## src/rtl/tight_acc_mem_pkg.sv

```systemverilog
// ============================================================================
// Module : tight_acc_mem_pkg
// Brief  : Shared types, constants and the line-pattern helper for the tight
//          accelerator memory responder.
// Rev    : 1.0  initial release
// ----------------------------------------------------------------------------
// Contents:
//   LINE_OFFS    byte offset bits inside a 64-byte line
//   LINE_W_MAX   widest supported line address (PADDR_W up to PADDR_W_MAX)
//   RESP_W_MAX   widest supported response (RESP_W must be below this)
//   rsp_entry_t  one queued request: transid, line address, wait counter
//   line_pattern address-derived line contents
// ============================================================================
`default_nettype none

package tight_acc_mem_pkg;

  localparam int LINE_OFFS   = 6;
  localparam int PADDR_W_MAX = 64;
  localparam int LINE_W_MAX  = PADDR_W_MAX - LINE_OFFS;
  localparam int RESP_W_MAX  = 2048;
  localparam int WAIT_W      = 8;

  typedef struct packed {
    logic [5:0]            transid;
    logic [LINE_W_MAX-1:0] line_addr;
    logic [WAIT_W-1:0]     wait_cnt;
  } rsp_entry_t;

  // 64-bit word i of a line is {line_addr, i[2:0]} zero-extended; word 0 is
  // the least significant word. Callers keep the low RESP_W bits.
  function automatic logic [RESP_W_MAX-1:0] line_pattern(input logic [LINE_W_MAX-1:0] line_addr);
    logic [RESP_W_MAX-1:0] d;
    d = '0;
    for (int i = 0; i < RESP_W_MAX / 64; i++) begin
      d[i*64 +: 64] = {3'b000, line_addr, 3'(i)};
    end
    return d;
  endfunction

endpackage

`default_nettype wire

```

## src/rtl/tight_acc_mem_rsp_fifo.sv

```systemverilog
// ============================================================================
// Module : tight_acc_mem_rsp_fifo
// Brief  : DEPTH-entry in-order request queue. Every stored entry counts its
//          wait counter down to zero; the head is offered for popping once
//          its counter has reached zero.
// Rev    : 1.0  initial release
// ----------------------------------------------------------------------------
// Ports:
//   clk, rst_n      clock, asynchronous active-low reset
//   push_i          enqueue push_entry_i (ignored while full)
//   push_entry_i    entry to store, wait counter already initialised
//   pop_i           dequeue the head (ignored unless head_ready_o)
//   full_o          queue holds DEPTH entries
//   head_ready_o    queue non-empty and head counter is zero
//   head_o          current head entry
//   count_o         number of stored entries
// ============================================================================
`default_nettype none

module tight_acc_mem_rsp_fifo
  import tight_acc_mem_pkg::*;
#(
  parameter int DEPTH = 4
) (
  input  logic                         clk,
  input  logic                         rst_n,
  input  logic                         push_i,
  input  rsp_entry_t                   push_entry_i,
  input  logic                         pop_i,
  output logic                         full_o,
  output logic                         head_ready_o,
  output rsp_entry_t                   head_o,
  output logic [$clog2(DEPTH+1)-1:0]   count_o
);

  localparam int PTR_W = $clog2(DEPTH);
  localparam int CNT_W = $clog2(DEPTH + 1);

  rsp_entry_t       entries_q [DEPTH];
  // Extra MSB distinguishes full from empty when the index bits match.
  logic [PTR_W:0]   wptr_q, wptr_d;
  logic [PTR_W:0]   rptr_q, rptr_d;
  logic             w_empty;
  logic             w_push;
  logic             w_pop;

  assign w_empty      = (wptr_q == rptr_q);
  assign full_o       = (wptr_q[PTR_W] != rptr_q[PTR_W]) &&
                        (wptr_q[PTR_W-1:0] == rptr_q[PTR_W-1:0]);
  assign head_o       = entries_q[rptr_q[PTR_W-1:0]];
  assign head_ready_o = !w_empty && (head_o.wait_cnt == '0);
  assign count_o      = CNT_W'(wptr_q - rptr_q);

  assign w_push = push_i && !full_o;
  assign w_pop  = pop_i && head_ready_o;

  always_comb begin
    wptr_d = wptr_q;
    rptr_d = rptr_q;
    if (w_push) wptr_d = wptr_q + 1'b1;
    if (w_pop)  rptr_d = rptr_q + 1'b1;
  end

  always_ff @(posedge clk or negedge rst_n) begin
    if (!rst_n) begin
      wptr_q <= '0;
      rptr_q <= '0;
      for (int i = 0; i < DEPTH; i++) begin
        entries_q[i] <= '0;
      end
    end else begin
      wptr_q <= wptr_d;
      rptr_q <= rptr_d;
      // Free slots also count down; harmless, they are overwritten on push.
      for (int i = 0; i < DEPTH; i++) begin
        if (w_push && (wptr_q[PTR_W-1:0] == PTR_W'(i))) begin
          entries_q[i] <= push_entry_i;
        end else if (entries_q[i].wait_cnt != '0) begin
          entries_q[i].wait_cnt <= entries_q[i].wait_cnt - 1'b1;
        end
      end
    end
  end

endmodule

`default_nettype wire

```

## src/rtl/tight_acc_mem_responder.sv

```systemverilog
// ============================================================================
// Module : tight_acc_mem_responder
// Brief  : Memory-side stand-in for the L2/NoC behind the tight accelerator
//          port. Accepts requests, returns them in order LAT cycles later with
//          address-pattern data, or preloaded line-RAM data when
//          TIGHT_ACC_MEM_RSP_PRELOAD_EN is defined.
// Rev    : 1.0  initial release
// ----------------------------------------------------------------------------
// Ports:
//   clk, rst_n        clock, asynchronous active-low reset
//   mem_req_val/rdy   request handshake
//   mem_req_transid   request id, echoed in the response
//   mem_req_addr      byte address; line = addr[PADDR_W-1:6]
//   mem_resp_val      one-cycle response strobe (no back-pressure)
//   mem_resp_transid  id of the returned request
//   mem_resp_data     line data
//   outstanding       accepted requests not yet responded
//   pl_val/idx/data   preload RAM write port (TIGHT_ACC_MEM_RSP_PRELOAD_EN)
// ============================================================================
`default_nettype none

module tight_acc_mem_responder
  import tight_acc_mem_pkg::*;
#(
  parameter int PADDR_W   = 40,
  parameter int RESP_W    = 512,
  parameter int DEPTH     = 4,
  parameter int LAT       = 8,
  parameter int RAM_LINES = 16
) (
  input  logic                         clk,
  input  logic                         rst_n,
  input  logic                         mem_req_val,
  output logic                         mem_req_rdy,
  input  logic [5:0]                   mem_req_transid,
  input  logic [PADDR_W-1:0]           mem_req_addr,
  output logic                         mem_resp_val,
  output logic [5:0]                   mem_resp_transid,
  output logic [RESP_W-1:0]            mem_resp_data,
  output logic [$clog2(DEPTH+1)-1:0]   outstanding
`ifdef TIGHT_ACC_MEM_RSP_PRELOAD_EN
  ,
  input  logic                         pl_val,
  input  logic [$clog2(RAM_LINES)-1:0] pl_idx,
  input  logic [RESP_W-1:0]            pl_data
`endif
);

  localparam int                OUT_W     = $clog2(DEPTH + 1);
  localparam logic [WAIT_W-1:0] WAIT_INIT = WAIT_W'(LAT - 1);

  logic              started_q;
  logic              w_full;
  logic              w_head_ready;
  logic              w_push;
  logic              w_pop;
  rsp_entry_t        w_push_entry;
  rsp_entry_t        w_head;
  logic [OUT_W-1:0]  w_count;
  logic [RESP_W-1:0] w_line_data;

  logic              resp_val_d,     resp_val_q;
  logic [5:0]        resp_transid_d, resp_transid_q;
  logic [RESP_W-1:0] resp_data_d,    resp_data_q;

  // started_q keeps rdy low until the first edge after reset release.
  assign mem_req_rdy = started_q && !w_full;
  assign w_push      = mem_req_val && mem_req_rdy;
  assign w_pop       = w_head_ready;

  always_comb begin
    w_push_entry           = '0;
    w_push_entry.transid   = mem_req_transid;
    w_push_entry.line_addr = LINE_W_MAX'(mem_req_addr[PADDR_W-1:LINE_OFFS]);
    w_push_entry.wait_cnt  = WAIT_INIT;
  end

  tight_acc_mem_rsp_fifo #(
    .DEPTH (DEPTH)
  ) u_fifo (
    .clk          (clk),
    .rst_n        (rst_n),
    .push_i       (w_push),
    .push_entry_i (w_push_entry),
    .pop_i        (w_pop),
    .full_o       (w_full),
    .head_ready_o (w_head_ready),
    .head_o       (w_head),
    .count_o      (w_count)
  );

`ifdef TIGHT_ACC_MEM_RSP_PRELOAD_EN
  localparam int RAM_IDX_W = $clog2(RAM_LINES);

  logic [RESP_W-1:0]    ram_q [RAM_LINES];
  logic [RAM_IDX_W-1:0] w_ram_idx;
  logic                 w_unused_bits;

  // Preload RAM intentionally has no reset; contents survive rst_n.
  always_ff @(posedge clk) begin
    if (pl_val) ram_q[pl_idx] <= pl_data;
  end

  assign w_ram_idx   = w_head.line_addr[RAM_IDX_W-1:0];
  // Write-first: a preload hitting the line being popped returns new data.
  assign w_line_data = (pl_val && (pl_idx == w_ram_idx)) ? pl_data : ram_q[w_ram_idx];

  assign w_unused_bits = ^{w_head.wait_cnt, w_head.line_addr[LINE_W_MAX-1:RAM_IDX_W],
                           mem_req_addr[LINE_OFFS-1:0]};
`else
  logic [RESP_W_MAX-1:0] w_pattern;
  logic                  w_unused_bits;

  assign w_pattern   = line_pattern(w_head.line_addr);
  assign w_line_data = w_pattern[RESP_W-1:0];

  assign w_unused_bits = ^{w_head.wait_cnt, w_pattern[RESP_W_MAX-1:RESP_W],
                           mem_req_addr[LINE_OFFS-1:0], (RAM_LINES > 0)};
`endif

  always_comb begin
    resp_val_d     = w_pop;
    resp_transid_d = resp_transid_q;
    resp_data_d    = resp_data_q;
    if (w_pop) begin
      resp_transid_d = w_head.transid;
      resp_data_d    = w_line_data;
    end
  end

  always_ff @(posedge clk or negedge rst_n) begin
    if (!rst_n) begin
      started_q      <= 1'b0;
      resp_val_q     <= 1'b0;
      resp_transid_q <= '0;
      resp_data_q    <= '0;
    end else begin
      started_q      <= 1'b1;
      resp_val_q     <= resp_val_d;
      resp_transid_q <= resp_transid_d;
      resp_data_q    <= resp_data_d;
    end
  end

  assign mem_resp_val     = resp_val_q;
  assign mem_resp_transid = resp_transid_q;
  assign mem_resp_data    = resp_data_q;
  assign outstanding      = w_count;

endmodule

`default_nettype wire

```

## config.mk

```make
export PLATFORM = sky130hd
export DESIGN_NAME = tight_acc_mem_responder
export DESIGN_NICKNAME = d
export VERILOG_FILES = /design/src/rtl/tight_acc_mem_pkg.sv /design/src/rtl/tight_acc_mem_rsp_fifo.sv /design/src/rtl/tight_acc_mem_responder.sv
export SDC_FILE = /design/constraint.sdc
export NUM_CORES = 1
export LEC_CHECK = 0
export ABC_CLOCK_PERIOD_IN_PS = 5200
export BUFFER_PORTS_ARGS = -buffer_cell sky130_fd_sc_hd__buf_4
export CORE_AREA = 2 2 224 226
export DETAILED_ROUTE_END_ITERATION = 8
export DIE_AREA = 0 0 226 228
export GPL_TIMING_DRIVEN = 0
export PLACE_DENSITY = 0.54
export SYNTH_ARGS = -nofsm -noshare
export SYNTH_HDL_FRONTEND = slang
export SYNTH_SLANG_ARGS = --single-unit
export TNS_END_PERCENT = 10
```

## constraint.sdc

```tcl
create_clock -name clk -period 5.2 [get_ports clk]
set_input_delay 0.52 -clock clk [delete_from_list [all_inputs] [get_ports clk]]
set_output_delay 0.52 -clock clk [all_outputs]
set_load 0.1 [all_outputs]
```

==> run summary, run 1 <==
outcome - finished clean
dominant cell type by area after synthesis - dfrtp_1
CTS Buf Count - 27
worst-path maximum fanout - 10
relative slew slack - 45.85%
EDFF count, synth - 0
ys flop type - dfrtp_1
post-synthesis mux area share - 23.12%
min-delay worst type - input port to flop
Arr. time, crit path - 2920 ps
area of the multi-input gates - 5275 µm²
commonest non-fill, non-tap cell in the layout - buf_4
Hold Vio Cnt, Final - 0
Top delay family on crit path - buffers and inverters
max cap viols - 0
clk_lat worst skew - 530 ps
Synth top area share - 42.07%
Synth area leaders - dfrtp_1, buf_4, mux2_2, mux4_2, mux2_4
sequential area share after synthesis - 42.07%
final setup vio count - 0
fillers - 4838
Root Driver - clkbuf_16
IO Pins - 572
HPWL Detailed - 25160 µm
clk_skew - 16.95 ps
post-route insts no fill - 2467
clock tree buffer depth - 3
fmax - 0.2910 GHz
PortBufs - 337
xor and xnor area share after synthesis - 1.711%
Sequential Area - 6031 µm²
Cell Chain, Critical Path - buf_2 -> buf_1 -> inv_1 -> ha_1 -> nand2_1 -> o21a_1 -> buf_4
Die X - 226 µm
area share of and/or/nand/nor cells after synthesis - 3.858%
layout cells sized above 1 - 63.25%
Avg WL per Cell - 13.78 µm
Syn-to-layout area delta - 35.81%
CP Capture Type - output port
core area - 49350 µm²
Layout Nets - 1840
synthesized area - 14330 µm²
RSZ-0062 raised after global routing - false
vias in the first global route - 8765
Avg Vias per Cell - 3.704
clock sink count - 241
Routed WL - 33990 µm
Post-CTS Hold Fix Bufs - 1
die area - 51530 µm²
GRT Overall Usage - 12.53%
Placed Cells - 2417
crit start category - flop
initial detailed-routing violation count - 286
Synth Warn # - 0
Tmin final - 3437 ps
DRC errors left - 0
Period Utilization, post-route - 66.09%
Crit path buffers/inverters - 4
Pins Over Slew Limit - 0
number of H-tree levels - 1
Synth Register Bits - 241
first-pass GRT wire length - 51060 µm
num rows - 82
Final ANT Viol Nets - 0
post-synthesis cell type count - 46
worst slew pin tran - 812.2 ps
Post-CTS Setup Inserts - 0
fraction of the mapped netlist area in compound gates - 0.6634%
Max stage delay on crit path - 640 ps
GP Congestion - 0.7521
Resize count post-CTS - 0
largest net degree at the start of global routing - 123
setup_tns - 0 ps
CP required - 4680 ps
Slowest-stage cell, CP - buf_1
Syn Area/Cell - 12.16 µm²
Async SR Flop Fraction - 100.0%
first-pass iteration count of the detailed router - 4
commonest non-fill, non-tap cells in the layout - buf_4, dfrtp_1, conb_1, mux2_2, mux4_2
Initial Util - 29.05%
initial antenna violation count - 5
CP Class - flop to output port
remaining global-route overflow - 0
adder-cell area share of the yosys netlist - 1.449%
total number of vias - 9139
main combinational cell family by area after synthesis - buffers and inverters
CTS tree - yes
Die Span Y - 228 µm
synthesized instance count - 1179
CTS clk-pin slew, worst paths - 60 ps
## Yosys cell counts (3+ instances only)
| cell | number |
|---|---|
| buf_4 | 480 |
| dfrtp_1 | 241 |
| mux2_2 | 165 |
| mux4_2 | 40 |
| mux2_4 | 37 |
| nand2_1 | 30 |
| nor2_1 | 28 |
| buf_2 | 23 |
| ha_1 | 15 |
| inv_1 | 15 |
| xor2_1 | 15 |
| xnor2_1 | 13 |
| nand3_1 | 11 |
| nor3_1 | 6 |
| a21oi_1 | 5 |
| and3_1 | 5 |
| o21ai_0 | 5 |
| clkbuf_1 | 4 |
| or3_1 | 4 |
| buf_12 | 3 |
| nand4_1 | 3 |
## metal layers
layer  routed length (µm)  track usage [%]  share of wire [%]
met2                17980            23.46                 53
met3                 2326            2.550                6.8
met1                13190            14.68                 39
met5                   39                0               0.11
met4                  457            2.318                1.3
## layout make-up
| type | instances | share of cell area [%] |
|---|---|---|
| diodes | 2 | 0.02571 |
| plain buffers | 513 | 19.64 |
| clock buffers | 38 | 3.889 |
| clock inverters | 9 | 0.3857 |
| inverters | 15 | 0.2892 |
| multi-input cells | 637 | 27.10 |
| flip-flops and latches | 241 | 30.98 |
| well taps | 672 | 4.319 |
| repair buffers | 340 | 13.37 |
## flip-flops by register name, summed over array words and instances, names as in the netlist
register / count
u_fifo.wptr_q: 3
mem_resp_val: 1
mem_resp_data: 35
started_q: 1
u_fifo.entries_q: 192
mem_resp_transid: 6
u_fifo.rptr_q: 3
## per-stage QoR
step | util, % | setup slack [ps] | area (µm²) | hold slack, ps
finish | 39.45 | 1763 | 19470 | 248.0
global route | 39.44 | 1609 | 19460 | 232.2
floorplan | - | 1982 | 15190 | 224.4
detailed placement | 37.73 | 1751 | 18620 | 423.7
global placement | 37.60 | 1588 | 18560 | 476.0
CTS | 39.44 | 1722 | 19460 | 226.3
## path summary, 6_finish.rpt
path                                              start                                 to  slack, ps  cells past startpoint
max                        u_fifo.rptr_q[1]$_DFFE_PN0P_                        mem_req_rdy       1760                      7
min                                  mem_req_transid[0]   u_fifo.entries_q[66]$_DFFE_PN0P_        250                      2
max reg2reg                u_fifo.rptr_q[1]$_DFFE_PN0P_  u_fifo.entries_q[185]$_DFFE_PN0P_       1770                     10
min reg2reg                u_fifo.wptr_q[2]$_DFFE_PN0P_       u_fifo.wptr_q[2]$_DFFE_PN0P_        490                      1
max in group asynchronous                         rst_n  u_fifo.entries_q[167]$_DFFE_PN0P_       3810                      3
min in group asynchronous                         rst_n     mem_resp_data[450]$_DFFE_PN0P_        460                      2
## kinds of logic (layout without fill, tap and decap cells)
kind of cell	Yosys count	count (layout)
other cells	2	231
flops	241	241
xor+xnor	28	28
fa+ha+maj	16	16
buf+inv	528	915
compound gates	16	16
mux	242	242
simple gates	106	106
## worst register-to-register path, stage by stage, from the launching register on
cell     delay [ps]
dfrtp_1         400
buf_2           280
buf_1           650
inv_1           110
ha_1            330
nand2_1          60
o21a_1          210
and3_1          180
buf_2           280
buf_2           400
mux2_2          380
Power of run 1 is left out: the tool's default activity adds up to more than one toggle a clock period on the data nets, which glitch-free logic cannot reach.
==> inputs of run 2 (changes only) <==
--- a/config.mk
+++ b/config.mk
@@ -5,13 +5,13 @@
 export SDC_FILE = /design/constraint.sdc
 export NUM_CORES = 1
 export LEC_CHECK = 0
-export ABC_CLOCK_PERIOD_IN_PS = 5200
+export ABC_CLOCK_PERIOD_IN_PS = 3050
 export BUFFER_PORTS_ARGS = -buffer_cell sky130_fd_sc_hd__buf_4
-export CORE_AREA = 2 2 224 226
+export CORE_AREA = 2 2 223 225
 export DETAILED_ROUTE_END_ITERATION = 8
-export DIE_AREA = 0 0 226 228
+export DIE_AREA = 0 0 225 227
 export GPL_TIMING_DRIVEN = 0
-export PLACE_DENSITY = 0.54
+export PLACE_DENSITY = 0.56
 export SYNTH_ARGS = -nofsm -noshare
 export SYNTH_HDL_FRONTEND = slang
 export SYNTH_SLANG_ARGS = --single-unit
==> constraint.sdc (replaced) <==
create_clock -name clk -period 3.05 [get_ports clk]
set_input_delay 0.305 -clock clk [delete_from_list [all_inputs] [get_ports clk]]
set_output_delay 0.305 -clock clk [all_outputs]
set_load 0.1 [all_outputs]
==> run summary, run 2 (same netlist as run 1, synthesis figures left out) <==
RSZ-0062 raised after global routing - false
layout cells sized above 1 - 63.44%
worst slew pin tran - 770.4 ps
Routed WL - 33680 µm
Crit path buffers/inverters - 4
first-pass GRT wire length - 49690 µm
Tmin final - 2756 ps
num rows - 81
first-pass iteration count of the detailed router - 4
total number of vias - 9133
HP Start - mem_req_addr[9]
Slowest-stage cell, CP - buf_2
Placed Cells - 2367
Arr. time, crit path - 3170 ps
Avg WL per Cell - 13.89 µm
Hold Path Sink - u_fifo.entries_q[227]$_DFFE_PN0P_
vias in the first global route - 8526
commonest non-fill, non-tap cells in the layout - buf_4, dfrtp_1, conb_1, mux2_2, mux4_2
min-delay worst type - input port to flop
Period Utilization, post-route - 90.37%
Largest register FFs - 192
critical path's most frequent cell - buf_2
post-route insts no fill - 2424
clk_lat worst skew - 540 ps
Max stage delay on crit path - 420 ps
Cell Chain, Critical Path - clkbuf_4 -> inv_1 -> ha_1 -> nand2_1 -> o21a_2 -> and3_1 -> buf_2 -> buf_2 -> mux2_2
CP Class - flop to flop
number of H-tree levels - 1
FF-to-FF path depth - 9
Final ANT Viol Nets - 0
largest net degree at the start of global routing - 121
CP required - 3460 ps
CTS clk-pin slew, worst paths - 60 ps
reg-to-reg slack, setup - 290 ps
initial antenna violation count - 2
IO Pins - 572
final setup vio count - 0
Die Span Y - 227 µm
CP Capture Type - flop
setup_tns - 0 ps
HPWL Detailed - 25040 µm
relative slew slack - 48.64%
Pins Over Slew Limit - 0
CTS tree - yes
Worst Hold Margin - 24.32 ps
Post-CTS Setup Inserts - 0
Top delay family on crit path - buffers and inverters
worst-path maximum fanout - 19
GRT Overall Usage - 12.27%
Layout Nets - 1845
clock sink count - 241
hold path depth - 2
RR Startpoint - u_fifo.rptr_q[1]$_DFFE_PN0P_
initial detailed-routing violation count - 287
clock tree buffer depth - 3
max cap viols - 0
crit start category - flop
FF-to-FF End - u_fifo.entries_q[245]$_DFFE_PN0P_
commonest non-fill, non-tap cell in the layout - buf_4
GP Congestion - 0.7492
outcome - finished clean
Hold Vio Cnt, Final - 0
clk_skew - 17.99 ps
Initial Util - 29.53%
die area - 51080 µm²
remaining global-route overflow - 0
Root Driver - clkbuf_16
fmax - 0.3628 GHz
DRC errors left - 0
PortBufs - 337
core area - 48550 µm²
Most flops, register - u_fifo.entries_q
Final Util - 40.37%
Syn-to-layout area delta - 36.71%
CTS Buf Count - 27
Avg Vias per Cell - 3.768
Die X - 225 µm
==> run 2: timing repair <==
item                                    CTS  global route
hold endpoints to repair                249             0
hold buffers                              7             0
endpoints found under the setup margin  143            24
gates resized for setup                   0             1
gates cloned                              0             0
==> run 2: cell type report <==
cell class	count	area [µm²]
fill	4680	28950
sequential	241	6031
multi-input combinational	637	5276
buffer	512	3822
timing repair buffer	346	2663
tap	622	778.2
clock buffer	31	710.7
clock inverter	18	254.0
inverter	15	56.30
antenna	2	5.005
==> run 2: per-stage QoR <==
| stage | area, µm² | worst slack [ps] |
|---|---|---|
| final | 19600 | 293.8 |
| after global routing | 19590 | 99.54 |
| after CTS | 19590 | 90.17 |
| after detailed placement | 18560 | -333.0 |
| after global placement | 18500 | -348.4 |
| after floorplan | 15190 | 157.0 |
==> run 2: routing by layer <==
| layer | GRT usage (%) | vias to the layer above | wire [µm] |
|---|---|---|---|
| met5 | 0 | - | 0 |
| met4 | 1.923 | 0 | 296 |
| met3 | 2.065 | 23 | 1933 |
| met2 | 22.94 | 261 | 18070 |
| met1 | 15.01 | 4392 | 13380 |
| li1 | - | 4457 | - |
==> run 2: worst max path at each step <==
| stage | from | endpoint | slack, ps | depth (start not counted) |
|---|---|---|---|---|
| 4_1_cts | u_fifo.rptr_q[1]$_DFFE_PN0P_ | u_fifo.entries_q[245]$_DFFE_PN0P_ | 90 | 9 |
| 5_1_grt | u_fifo.rptr_q[1]$_DFFE_PN0P_ | u_fifo.entries_q[245]$_DFFE_PN0P_ | 100 | 9 |
| 2_1_floorplan | u_fifo.wptr_q[0]$_DFFE_PN0P_ | outstanding[2] | 160 | 4 |
| 6_report | u_fifo.rptr_q[1]$_DFFE_PN0P_ | u_fifo.entries_q[245]$_DFFE_PN0P_ | 290 | 9 |
| 3_5_place_dp | u_fifo.rptr_q[1]$_DFFE_PN0P_ | u_fifo.entries_q[239]$_DFFE_PN0P_ | -330 | 10 |
| 3_3_place_gp | u_fifo.rptr_q[1]$_DFFE_PN0P_ | u_fifo.entries_q[245]$_DFFE_PN0P_ | -350 | 10 |
Power of run 2 is left out for the same reason.
